==> config.mk <==
export PLATFORM = sky130hd
export DESIGN_NAME = vuprs_sample_scheduler
export DESIGN_NICKNAME = d
export VERILOG_FILES = /design/src/rtl/vuprs_adc_pkg.sv /design/src/rtl/vuprs_sat_counter.sv /design/src/rtl/vuprs_sample_scheduler.sv
export SDC_FILE = /design/constraint.sdc
export NUM_CORES = 1
export LEC_CHECK = 0
export ABC_CLOCK_PERIOD_IN_PS = 5400
export BUFFER_PORTS_ARGS = -buffer_cell sky130_fd_sc_hd__clkbuf_2
export CORE_ASPECT_RATIO = 2
export CORE_MARGIN = 1
export CORE_UTILIZATION = 58
export DETAILED_ROUTE_END_ITERATION = 10
export PLACE_DENSITY = 0.81
export RECOVER_POWER = 100
export SLEW_MARGIN = 20
export SYNTH_ARGS = -nofsm -noshare
export SYNTH_HDL_FRONTEND = slang
export SYNTH_SLANG_ARGS = --single-unit
==> constraint.sdc <==
create_clock -name clk -period 5.4 [get_ports clk]
set_input_delay 0.27 -clock clk [delete_from_list [all_inputs] [get_ports clk]]
set_output_delay 0.27 -clock clk [all_outputs]
set_load 0.02 [all_outputs]
==> src/rtl/vuprs_adc_pkg.sv <==
// Shared encodings and defaults for the vuprs ADC sample scheduler.
// Contents: mode and state encodings, default clock and sample-rate constants.
package vuprs_adc_pkg;

    localparam int unsigned CLK_FREQ_HZ_DEF     = 50_000_000;
    localparam int unsigned DEFAULT_RATE_HZ_DEF = 20_000;

    typedef enum logic [1:0] {
        MODE_STOP       = 2'd0,
        MODE_CONTINUOUS = 2'd1,
        MODE_BURST      = 2'd2,
        MODE_SINGLE     = 2'd3
    } mode_t;

    typedef enum logic [1:0] {
        ST_IDLE  = 2'd0,
        ST_RUN   = 2'd1,
        ST_DRAIN = 2'd2
    } state_t;

endpackage

==> src/rtl/vuprs_sat_counter.sv <==
// Saturating up-counter with synchronous clear.
// Ports: clk, rst (sync, active-low), clr (clear; clr with inc loads 1),
//        inc (count one event), count (registered value, sticks at all-ones).
module vuprs_sat_counter #(
    parameter int unsigned WIDTH = 16
) (
    input  logic             clk,
    input  logic             rst,
    input  logic             clr,
    input  logic             inc,
    output logic [WIDTH-1:0] count
);

    // A clear coincident with an event counts that event, so a run's first
    // trigger lands on a fresh counter without losing it.
    always_ff @(posedge clk) begin
        if (!rst) begin
            count <= '0;
        end else if (clr) begin
            count <= WIDTH'(inc);
        end else if (inc && (count != '1)) begin
            count <= count + WIDTH'(1);
        end
    end

endmodule

==> src/rtl/vuprs_sample_scheduler.sv <==
// Programmable-period trigger generator for the AD7606 controller usr_trigger.
// Modes: STOP, CONTINUOUS, BURST, SINGLE. Slots that land while the controller
// is still sampling are skipped and counted as overruns.
// Ports:
//   clk, rst (sync, active-low)
//   cfg_divisor/cfg_mode/cfg_burst_len, cfg_load : configuration + capture strobe
//   start, stop                                  : control strobes
//   adc_sampling                                 : controller busy
//   trigger, running, burst_done                 : registered status/pulses
//   trig_count, overrun_count                    : saturating counters
//   ts_last                                      : timestamp of last trigger rise
// Optional: define SAMPLE_SCHED_TIMESTAMP_EN to build the 32-bit cycle counter
// behind ts_last; otherwise ts_last is tied to 0.
module vuprs_sample_scheduler
    import vuprs_adc_pkg::*;
#(
    parameter int unsigned CLK_FREQ_HZ     = CLK_FREQ_HZ_DEF,
    parameter int unsigned DEFAULT_RATE_HZ = DEFAULT_RATE_HZ_DEF,
    parameter int unsigned DIV_WIDTH       = 25,
    parameter int unsigned BURST_WIDTH     = 16,
    parameter int unsigned PULSE_CYCLES    = 4
) (
    input  logic                   clk,
    input  logic                   rst,
    input  logic [DIV_WIDTH-1:0]   cfg_divisor,
    input  logic [1:0]             cfg_mode,
    input  logic [BURST_WIDTH-1:0] cfg_burst_len,
    input  logic                   cfg_load,
    input  logic                   start,
    input  logic                   stop,
    input  logic                   adc_sampling,
    output logic                   trigger,
    output logic                   running,
    output logic                   burst_done,
    output logic [BURST_WIDTH-1:0] trig_count,
    output logic [BURST_WIDTH-1:0] overrun_count,
    output logic [31:0]            ts_last
);

    localparam int unsigned MIN_DIV     = 2 * PULSE_CYCLES - 1;
    localparam int unsigned RST_DIV_RAW = CLK_FREQ_HZ / DEFAULT_RATE_HZ - 1;
    localparam int unsigned RST_DIV     = (RST_DIV_RAW < MIN_DIV) ? MIN_DIV : RST_DIV_RAW;
    localparam int unsigned TMO         = 2 * PULSE_CYCLES;
    localparam int unsigned TMR_W       = $clog2(TMO);
    localparam int unsigned BW1         = BURST_WIDTH + 1;

    // Period may never be shorter than two pulse widths.
    function automatic logic [DIV_WIDTH-1:0] clamp_div(input logic [DIV_WIDTH-1:0] d);
        return (d < DIV_WIDTH'(MIN_DIV)) ? DIV_WIDTH'(MIN_DIV) : d;
    endfunction

    state_t                 state;
    mode_t                  sh_mode;
    mode_t                  run_mode;
    logic [DIV_WIDTH-1:0]   sh_div;
    logic [DIV_WIDTH-1:0]   act_div;
    logic [DIV_WIDTH-1:0]   phase;
    logic [BURST_WIDTH-1:0] sh_burst;
    logic [BURST_WIDTH-1:0] run_burst;
    logic [TMR_W-1:0]       drain_tmr;
    logic                   drain_seen;

    // Config as seen this cycle: a coincident cfg_load overrides the shadow.
    logic [DIV_WIDTH-1:0]   sel_div;
    mode_t                  sel_mode;
    logic [BURST_WIDTH-1:0] sel_burst;
    assign sel_div   = cfg_load ? clamp_div(cfg_divisor) : sh_div;
    assign sel_mode  = cfg_load ? mode_t'(cfg_mode)      : sh_mode;
    assign sel_burst = cfg_load ? cfg_burst_len          : sh_burst;

    // Start/slot decode. stop beats everything else in the same cycle.
    logic start_ok, burst_zero, go, wrap, slot, fire, skip, last, burst_reached;
    logic pulse_on, drain_exit;
    mode_t                  cur_mode;
    logic [BURST_WIDTH-1:0] cur_burst;
    logic [BURST_WIDTH-1:0] cnt_base;
    logic [DIV_WIDTH-1:0]   phase_inc;

    assign start_ok   = start && !stop && (state == ST_IDLE) && (sel_mode != MODE_STOP);
    assign burst_zero = start_ok && (sel_mode == MODE_BURST) && (sel_burst == '0);
    assign go         = start_ok && !burst_zero;
    assign wrap       = (state == ST_RUN) && !stop && (phase == act_div);
    assign slot       = go || wrap;
    assign fire       = slot && !adc_sampling;
    assign skip       = slot && adc_sampling;

    // Mode and burst length are frozen for the run at start.
    assign cur_mode      = go ? sel_mode  : run_mode;
    assign cur_burst     = go ? sel_burst : run_burst;
    assign cnt_base      = go ? '0        : trig_count;
    assign burst_reached = (BW1'(cnt_base) + BW1'(1)) >= BW1'(cur_burst);
    assign last          = fire && ((cur_mode == MODE_SINGLE) ||
                                    ((cur_mode == MODE_BURST) && burst_reached));

    assign phase_inc = phase + DIV_WIDTH'(1);
    assign pulse_on  = phase_inc < DIV_WIDTH'(PULSE_CYCLES);

    // Drain ends once the pulse is over and the controller has finished a
    // conversion, or never started one within the timeout window.
    assign drain_exit = (state == ST_DRAIN) && !stop && !trigger && !adc_sampling &&
                        (drain_seen || (drain_tmr == TMR_W'(TMO - 1)));

    // Scheduler FSM with registered outputs.
    always_ff @(posedge clk) begin
        if (!rst) begin
            state      <= ST_IDLE;
            sh_div     <= DIV_WIDTH'(RST_DIV);
            act_div    <= DIV_WIDTH'(RST_DIV);
            sh_mode    <= MODE_STOP;
            run_mode   <= MODE_STOP;
            sh_burst   <= BURST_WIDTH'(1);
            run_burst  <= BURST_WIDTH'(1);
            phase      <= '0;
            drain_tmr  <= '0;
            drain_seen <= 1'b0;
            trigger    <= 1'b0;
            running    <= 1'b0;
            burst_done <= 1'b0;
        end else begin
            burst_done <= 1'b0;
            if (cfg_load) begin
                sh_div   <= clamp_div(cfg_divisor);
                sh_mode  <= mode_t'(cfg_mode);
                sh_burst <= cfg_burst_len;
            end
            if (stop) begin
                state   <= ST_IDLE;
                running <= 1'b0;
                trigger <= 1'b0;
            end else begin
                unique case (state)
                    ST_IDLE: begin
                        act_div <= sel_div;
                        if (burst_zero) begin
                            burst_done <= 1'b1;
                        end
                        if (go) begin
                            state      <= last ? ST_DRAIN : ST_RUN;
                            running    <= 1'b1;
                            phase      <= '0;
                            trigger    <= fire;
                            run_mode   <= sel_mode;
                            run_burst  <= sel_burst;
                            drain_tmr  <= '0;
                            drain_seen <= 1'b0;
                        end
                    end
                    ST_RUN: begin
                        if (wrap) begin
                            // New divisor only at a boundary: periods are never cut short.
                            phase   <= '0;
                            act_div <= sel_div;
                            trigger <= fire;
                            if (last) begin
                                state      <= ST_DRAIN;
                                drain_tmr  <= '0;
                                drain_seen <= 1'b0;
                            end
                        end else begin
                            phase   <= phase_inc;
                            trigger <= trigger && pulse_on;
                        end
                    end
                    ST_DRAIN: begin
                        phase   <= phase_inc;
                        trigger <= trigger && pulse_on;
                        if (adc_sampling) begin
                            drain_seen <= 1'b1;
                        end
                        if (drain_exit) begin
                            state      <= ST_IDLE;
                            running    <= 1'b0;
                            burst_done <= 1'b1;
                        end else if (!trigger && (drain_tmr != TMR_W'(TMO - 1))) begin
                            drain_tmr <= drain_tmr + TMR_W'(1);
                        end
                    end
                    default: begin
                        state   <= ST_IDLE;
                        running <= 1'b0;
                        trigger <= 1'b0;
                    end
                endcase
            end
        end
    end

    vuprs_sat_counter #(.WIDTH(BURST_WIDTH)) u_trig_cnt (
        .clk   (clk),
        .rst   (rst),
        .clr   (start_ok),
        .inc   (fire),
        .count (trig_count)
    );

    vuprs_sat_counter #(.WIDTH(BURST_WIDTH)) u_ovr_cnt (
        .clk   (clk),
        .rst   (rst),
        .clr   (start_ok),
        .inc   (skip),
        .count (overrun_count)
    );

`ifdef SAMPLE_SCHED_TIMESTAMP_EN
    logic [31:0] ts_cnt;

    // Free-running cycle count; ts_last holds the count of the cycle in which
    // the trigger first reads high.
    always_ff @(posedge clk) begin
        if (!rst) begin
            ts_cnt  <= '0;
            ts_last <= '0;
        end else begin
            ts_cnt <= ts_cnt + 32'd1;
            if (fire) begin
                ts_last <= ts_cnt + 32'd1;
            end
        end
    end
`else
    assign ts_last = '0;
`endif

endmodule
==> reports/summary.txt, run 1 <==
Hold-fix buffers, CTS = 0
Setup crit start kind = flip-flop
IO Count = 116
Buf/Inv on CP = 2
clock power share = 43.8%
Flop pwr share = 44.8%
Vias per Instance = 6.04
Slew HR = -37.7%
wire length per cell = 17.4 um
Die H = 168 um
die width = 85.2 um
Die ar. = 0.0144 sq mm
First DRT Iteration DRCs = 410
CTS buffer count = 17
number of synthesized flops with an enable pin = 0
H-tree level count = 4
placer's final routability congestion estimate = 0.897
CTS sink cnt = 152
Netlist cell types = 65
clock slew seen by the registers of the worst setup and hold paths = 70 ps
WL final = 20700 um
CTS Buffer Depth = 2
first-pass GRT wire length = 33300 um
switching power = 0.742 mW
worst vdd ir = 0.242 mV
violated checks = capacitance limit, slew limit
vias in the first global route = 7015
clock root buffer = clkbuf_16
total setup buffers inserted after CTS = 0
slowest stage delay, CP = 550 ps
Setup-failing EPs final = 0
unrepaired setup endpoints after global routing = no
Slowest-stage cell, CP = or4_1
Final Max Tran Viols = 238
initial antenna violation count = 0
Sw Ratio = 27.7%
core area = 0.0135 sq mm
Worst-Margin Slew = 2070 ps
multi-input logic area = 0.00453 sq mm
async set-reset flop share out of synthesis = 0%
setup TNS = 0 ps
DRT Pass-1 Iters = 5
sequential area share after synthesis = 37.9%
final cell count without fillers = 1186
cell family with most CP delay = simple AND/OR/NAND/NOR gates
Seq cells post-synth = 152
Clk Latency, worst-skew pair = 430 ps
ANT cells = 0
crit path DAT = 5090 ps
CP max FO = 7
largest net degree at the start of global routing = 61
Yosys top cell area share = 37.9%
Final HPWL DP = 14800 um
leakage = 3.42 nW
Hold Vio Cnt, Final = 0
Syn-to-layout area delta = 9.62%
crit-path cells = inv_1, ha_1, inv_1, nor2_1, nand3_1, a21o_1, and2_0, ha_1, nand3_1, nor2_1, xnor2_1, nor2_1, ha_1, and4_1, a21oi_1, a311oi_1, o32ai_1, or4_1, and3_1
Cell Area, Synth = 0.00803 sq mm
Yosys Warn Count = 0
commonest cells in the synthesized netlist = nor2_1 (159), dfxtp_1 (152), nand2_1 (77)
CTS tree = built
Starting Density = 59.5%
Avg Cell Area, Syn = 8.26 sq um
number of max-cap violations = 7
DP Cell Count = 1154
class of the most critical setup path = flip-flop to flip-flop
Pint = 1.94 mW
antenna viol nets, final = 0
Remaining Overflow, GRT = 0
Post-Synthesis Cells = 973
number of fill cells = 1204
Site Rows = 60
minimum clock period = 4770 ps
Via Count = 7159
combinational fraction of design power = 11.5%
Final #Nets = 1093
skew final = 10.5 ps
PwrDens = 304 mW/mm^2
status = finished with violations
Synth area leader = dfxtp_1
Area contributors post-synth = dfxtp_1 (38%), nor2_1 (7.4%), mux2i_1 (6.0%), xnor2_1 (4.4%), ha_1 (4.0%)
worst endpoint required time = 5720 ps
Worst Hold Class = input pin to flip-flop
cell with the most instances after synthesis = nor2_1
Register Area = 0.00304 sq mm
PostCTS Resize Cnt = 0
gr usage total = 29.6%
Port Buffer Count = 83
Max Freq = 210 MHz
DRC = 0
Worst setup EP type = flip-flop
fin crit share = 88.3%
Primary FF master, synth = dfxtp_1
share of layout cells above drive strength 1 = 9.41%
power groups by stage:
stage | Sequential, mW | Combinational [mW] | Clock (mW)
detailed placement | 1.22 | 0.306 | 0
floorplan | 1.22 | 0.242 | 0
CTS | 1.20 | 0.311 | 1.18
finish | 1.20 | 0.308 | 1.17
global placement | 1.22 | 0.300 | 0
global route | 1.20 | 0.337 | 1.24
stage by stage:
stage	worst slack (ps)	cell area (sq um)	util (%)	hold slack [ps]	power (mW)
after global routing	284	8810	65.2	121	2.78
after floorplan	651	8150	-	413	1.46
after CTS	772	8910	65.9	114	2.69
final	632	8810	65.2	120	2.68
after detailed placement	757	8330	61.6	457	1.53
after global placement	880	8330	61.6	444	1.52
worst register-to-register path, cell delays in order, from the launching register on:
cell and delay, ps:
dfxtp_1 340, inv_1 100, ha_1 250, inv_1 110, nor2_1 260, nand3_1 300, a21o_1 280, and2_0 180
ha_1 210, nand3_1 180, nor2_1 140, xnor2_1 160, nor2_1 60, ha_1 340, and4_1 230, a21oi_1 90
a311oi_1 490, o32ai_1 250, or4_1 550, and3_1 160
cell usage in the layout, fill, tap and decap left out, types with 9 or more instances in the layout:
| master | instances |
|---|---|
| nor4_1 | 19 |
| conb_1 | 32 |
| and3_1 | 17 |
| xnor2_1 | 40 |
| clkbuf_2 | 48 |
| xor2_1 | 32 |
| clkbuf_1 | 39 |
| a31oi_1 | 9 |
| o21ai_0 | 24 |
| nand3_1 | 37 |
| nand2_1 | 78 |
| nand4_1 | 23 |
| a211oi_1 | 25 |
| nor2_1 | 159 |
| dfxtp_1 | 152 |
| ha_1 | 26 |
| inv_1 | 11 |
| a21oi_1 | 45 |
| clkbuf_16 | 17 |
| mux2i_1 | 48 |
| o21ai_1 | 15 |
| nor3_1 | 15 |
cell type report:
cell class,instances,share of cell area [%]
clock buffer,19,5.03
clock inverter,13,1.55
inverter,12,0.511
tap,155,2.20
timing repair buffer,91,4.77
sequential,152,34.6
multi-input combinational,744,51.4
cell families after synthesis:
group,Yosys count,share of synthesized area [%]
simple gates,407,24.5
compound gates,158,12.7
flops,152,37.9
buf+inv,108,6.85
xor+xnor,72,7.85
mux,49,6.17
fa+ha+maj,26,4.05
other cells,1,0.0467
state kept, by name, indices dropped and copies added (netlist names), 2 cells and up:
register,count
sh_div,25
sh_burst,16
sh_mode,2
drain_tmr,3
act_div,25
run_mode,2
u_ovr_cnt.count,16
phase,25
state,2
run_burst,16
u_trig_cnt.count,16
final timing paths:
path / startpoint / to / slack (ps) / cells past startpoint
worst max-delay path: state[0] / state[1] / 630 / 19
worst min-delay path: cfg_divisor[8] / sh_div[8] / 120 / 3
worst min register to register: drain_tmr[2] / drain_tmr[2] / 470 / 2
worst max register to register: state[0] / state[1] / 630 / 19
layer usage:
layer  GRT usage [%]  part of all wire [%]
met4            21.4                   6.6
met5               0                     0
met1            28.6                    36
met3            5.54                   3.6
met2            54.8                    54
(Power assumes the default switching activity.)
==> run 2: changes to the inputs <==
- HOLD_SLACK_MARGIN: not set -> 0.12
==> run 2 against run 1 <==
  * Combinational power barely moved
  * Critical endpoint unchanged
  * Design area is 0.11% higher
  * Critical path type unchanged
  * Count of clock-buffer cells in the layout unchanged
  * The flow still finishes with violations (capacitance limit, slew limit)
  * Register-to-register slack gained 20 ps
  * Final cell count about the same
==> reports/summary.txt, run 2 (same netlist as run 1, synthesis figures left out) <==
commonest cells after routing, fill and taps aside = nor2_1 (159), dfxtp_1 (152), nand2_1 (78), mux2i_1 (48), clkbuf_2 (48)
number of max-cap violations = 7
core area = 0.0135 sq mm
Clk Latency, worst-skew pair = 430 ps
ANT cells = 0
cell family with most CP delay = simple AND/OR/NAND/NOR gates
Syn-to-layout area delta = 9.75%
violated checks = capacitance limit, slew limit
Max Freq = 211 MHz
met1 wire length = 7300 um
Register Area = 0.00304 sq mm
Worst-Margin Slew = 2080 ps
CTS Buffer Depth = 2
total setup buffers inserted after CTS = 0
class of the most critical setup path = flip-flop to flip-flop
Final #Nets = 1094
First DRT Iteration DRCs = 465
most common cell after layout, fill and taps aside = nor2_1
CTS sink cnt = 152
clock slew seen by the registers of the worst setup and hold paths = 70 ps
Worst Hold Class = input pin to flip-flop
Final HPWL DP = 14800 um
die width = 85.2 um
Site Rows = 60
Top Layer Used = met4
slowest stage delay, CP = 550 ps
crit-path cells = inv_1, ha_1, inv_1, nor2_1, nand3_1, a21o_1, and2_0, ha_1, nand3_1, nor2_1, xnor2_1, nor2_1, ha_1, and4_1, a21oi_1, a311oi_1, o32ai_1, or4_1, and3_1
crit path DAT = 5070 ps
WL final = 20700 um
IO Count = 116
unrepaired setup endpoints after global routing = no
CTS tree = built
Die H = 168 um
area post-placement = 0.00833 sq mm
wire length per cell = 17.4 um
DRT Pass-1 Iters = 6
multi-input logic area = 0.00453 sq mm
initial antenna violation count = 0
fin area = 0.00882 sq mm
worst vdd ir = 0.243 mV
gr usage total = 29.7%
H-tree level count = 4
setup TNS = 0 ps
Port Buffer Count = 83
CTS buffer count = 17
skew final = 10.0 ps
Hold Vio Cnt, Final = 0
DR WL met2 = 11200 um
biggest regs = act_div: 25 flops, phase: 25 flops, sh_div: 25 flops
placer's final routability congestion estimate = 0.897
DRC = 0
antenna viol nets, final = 0
CP max FO = 7
leakage = 3.43 nW
Worst setup EP type = flip-flop
Remaining Overflow, GRT = 0
Buf/Inv on CP = 2
Slew HR = -38.9%
first-pass GRT wire length = 33400 um
status = finished with violations
fin crit share = 87.9%
Final Max Tran Viols = 238
worst endpoint required time = 5720 ps
share of layout cells above drive strength 1 = 9.40%
WL met3 = 809 um
Starting Density = 59.5%
number of fill cells = 1202
minimum clock period = 4750 ps
Setup-failing EPs final = 0
Die ar. = 0.0144 sq mm
Setup crit start kind = flip-flop
vias in the first global route = 7029
largest net degree at the start of global routing = 61
clock root buffer = clkbuf_16
PwrDens = 304 mW/mm^2
Slowest-stage cell, CP = or4_1
Vias per Instance = 6.08
Via Count = 7217
utilization after layout = 65.3%
[run 2: cell count changes in the layout (fill, tap and decap cells not counted), sizes merged]
cell	previous run	this run
dlygate4sd3	0	1
[run 2: through the flow]
| step | cells | power [mW] | setup WS, ps | hold slack, ps |
|---|---|---|---|---|
| CTS | 1187 | 2.70 | 772 | 121 |
| finish | 1187 | 2.68 | 654 | 119 |
| detailed placement | 1154 | 1.53 | 757 | 457 |
| global route | 1187 | 2.78 | 284 | 121 |
| floorplan | 1004 | 1.46 | 651 | 413 |
| global placement | 1154 | 1.52 | 880 | 444 |
[run 2: path summary, 6_finish.rpt]
path | start | end | slack [ps] | depth (start not counted)
min | cfg_divisor[8] | sh_div[8] | 120 | 3
max | state[0] | state[1] | 650 | 19
min reg2reg | drain_tmr[2] | drain_tmr[2] | 470 | 2
max reg2reg | state[0] | state[1] | 650 | 19
[run 2: worst register-to-register path: cells and delay by family, from the launching register on]
family | cells | cell delay (ps)
AOI/OAI and AO/OA | 4 | 1110
xor gates and xnor gates | 1 | 160
adders and majority gates | 3 | 800
buffers and inverters | 2 | 200
DFF | 1 | 340
and+or+nand+nor | 9 | 2030
[run 2: cell type report]
cell class                      count  area share (%)
Clock inverter                     13            1.55
Timing Repair Buffer               92            4.88
Clock buffer                       19            5.02
Tap cell                          155            2.20
Inverter                           12           0.511
Multi-Input combinational cell    744            51.3
Sequential cell                   152            34.5
[run 2: power by group]
part / switching [mW] / total, mW / internal [mW]
combinational: 0.201 / 0.308 / 0.107
sequential: 0.0300 / 1.20 / 1.17
clock: 0.511 / 1.17 / 0.663
total: 0.742 / 2.68 / 1.94
[run 2: what timing repair did]
action                    CTS  global route
resized for setup           0             0
hold endpoints to repair    1             0
hold buffers                1             0
[run 2: layer usage]
metal  GRT usage [%]  vias to the layer above
met1            28.7                     3408
met2            54.8                      278
li1                -                     3428
met3            5.54                      103
met4            21.5                        0
met5               0                        -
==> run 3: changes to the inputs <==
- ABC_CLOCK_PERIOD_IN_PS: 5400 -> 5100
- SLEW_MARGIN: 20 -> not set
- clock period: 5.4 -> 5.1 ns (I/O delays scaled with it)
==> run 3 against run 2 <==
  * The run still ends with capacitance limit, slew limit left
  * Total power is 6.1% higher
  * Clock skew rose by 0.91 ps
  * Highest routed layer unchanged
  * Critical path depth is the same
  * Combinational power rose by 7.1%
==> reports/summary.txt, run 3 (same netlist as run 1, synthesis figures left out) <==
Setup crit start kind = flip-flop
minimum clock period = 4680 ps
violated checks = capacitance limit, slew limit
First DRT Iteration DRCs = 532
IO Count = 116
biggest regs = act_div: 25 flops, phase: 25 flops, sh_div: 25 flops
Worst setup EP type = flip-flop
Pint = 2.08 mW
worst endpoint required time = 5450 ps
Final Max Tran Viols = 193
Setup-failing EPs final = 0
DRT Pass-1 Iters = 5
clock power share = 43.7%
CTS buffer count = 17
commonest cells after routing, fill and taps aside = nor2_1 (159), dfxtp_1 (152), nand2_1 (78), mux2i_1 (48), clkbuf_2 (46)
switching power = 0.765 mW
CTS Buffer Depth = 2
ANT cells = 0
placer's final routability congestion estimate = 0.881
final cell count without fillers = 1194
largest net degree at the start of global routing = 53
Slew HR = -29.3%
number of fill cells = 1175
Flop pwr share = 44.7%
DRC = 0
number of max-cap violations = 6
Remaining Overflow, GRT = 0
Vias per Instance = 6.07
crit path DAT = 5030 ps
combinational fraction of design power = 11.6%
fin crit share = 91.8%
Clk Latency, worst-skew pair = 430 ps
initial antenna violation count = 0
class of the most critical setup path = flip-flop to flip-flop
most common cell after layout, fill and taps aside = nor2_1
worst vdd ir = 0.298 mV
die width = 85.2 um
CP max FO = 5
Hold-fix buffers, CTS = 9
CTS tree = built
gr usage total = 29.7%
Final HPWL DP = 14700 um
PostCTS Resize Cnt = 0
Site Rows = 60
unrepaired setup endpoints after global routing = no
Starting Density = 59.5%
setup TNS = 0 ps
Worst-Margin Slew = 1930 ps
H-tree level count = 4
status = finished with violations
Worst Hold Class = input pin to flip-flop
core area = 0.0135 sq mm
DP Cell Count = 1154
Via Count = 7242
total setup buffers inserted after CTS = 0
Final #Nets = 1102
Max Freq = 214 MHz
Port Buffer Count = 83
Die H = 168 um
clock slew seen by the registers of the worst setup and hold paths = 60 ps
first-pass GRT wire length = 33500 um
wire length per cell = 17.1 um
vias in the first global route = 7159
WL final = 20500 um
PwrDens = 320 mW/mm^2
Syn-to-layout area delta = 10.6%
Die ar. = 0.0144 sq mm
antenna viol nets, final = 0
leakage = 3.43 nW
CTS sink cnt = 152
share of layout cells above drive strength 1 = 9.05%
Sw Ratio = 26.9%
Hold Vio Cnt, Final = 0
skew final = 10.9 ps
clock root buffer = clkbuf_16
## run 3: cell types whose count changed in the layout (fill, tap and decap cells not counted), sizes merged
| cell | change |
|---|---|
| dlygate4sd3 | +8 |
| clkinvlp | +3 |
| inv | -3 |
| clkinv | -2 |
| bufinv | +1 |
## run 3: worst paths after layout
check	from	end	slack, ps	cells past startpoint
max	sh_burst[9]	drain_tmr[0]	420	19
max reg2reg	sh_burst[9]	drain_tmr[0]	420	19
min	cfg_burst_len[0]	sh_burst[0]	120	3
min reg2reg	drain_seen	drain_seen	460	2
## run 3: worst max-delay path: stages, from the launching register on
cell and delay (ps):
dfxtp_1 310, or4_1 520, nor4_1 220, o22a_2 230
a21o_1 170, and2_1 170, ha_1 190, nand3_1 170
nor2_1 320, nand3_1 140, xor2_1 150, nor2_1 60
ha_1 330, o21a_1 170, o21ai_0 150, a31oi_1 70
nand2b_1 170, o32ai_1 560, nand4b_1 300, mux2i_1 210
## run 3: power groups by stage
stage | Sequential [mW] | Clock (mW) | Combinational [mW]
3_5_place_dp | 1.30 | 0 | 0.324
2_1_floorplan | 1.29 | 0 | 0.256
6_report | 1.27 | 1.24 | 0.330
3_3_place_gp | 1.30 | 0 | 0.317
4_1_cts | 1.27 | 1.25 | 0.333
5_1_grt | 1.28 | 1.31 | 0.363
## run 3: stage by stage
step / cell area (sq um) / hold WS, ps / utilization, % / setup WS [ps] / total power, mW
CTS: 8990 / 123 / 66.6 / 550 / 2.85
global route: 8890 / 132 / 65.8 / 82.9 / 2.94
global placement: 8330 / 446 / 61.6 / 625 / 1.61
finish: 8890 / 124 / 65.8 / 420 / 2.85
detailed placement: 8330 / 450 / 61.6 / 504 / 1.62
floorplan: 8150 / 398 / - / 351 / 1.54
## run 3: area by class of cell
cell class	count	area (sq um)	area share (%)
multi-input cells	744	4520	50.9
clock buffers	19	433	4.87
clock inverters	12	143	1.60
well taps	155	194	2.18
flip-flops and latches	152	3040	34.2
inverters	12	45.0	0.507
repair buffers	100	508	5.72
## run 3: layer usage
layer	wire, um	up-vias	track usage [%]
met2	11000	308	54.9
met3	964	93	5.44
met1	7270	3401	29.2
met4	1280	0	20.3
li1	-	3440	-
met5	0	-	0
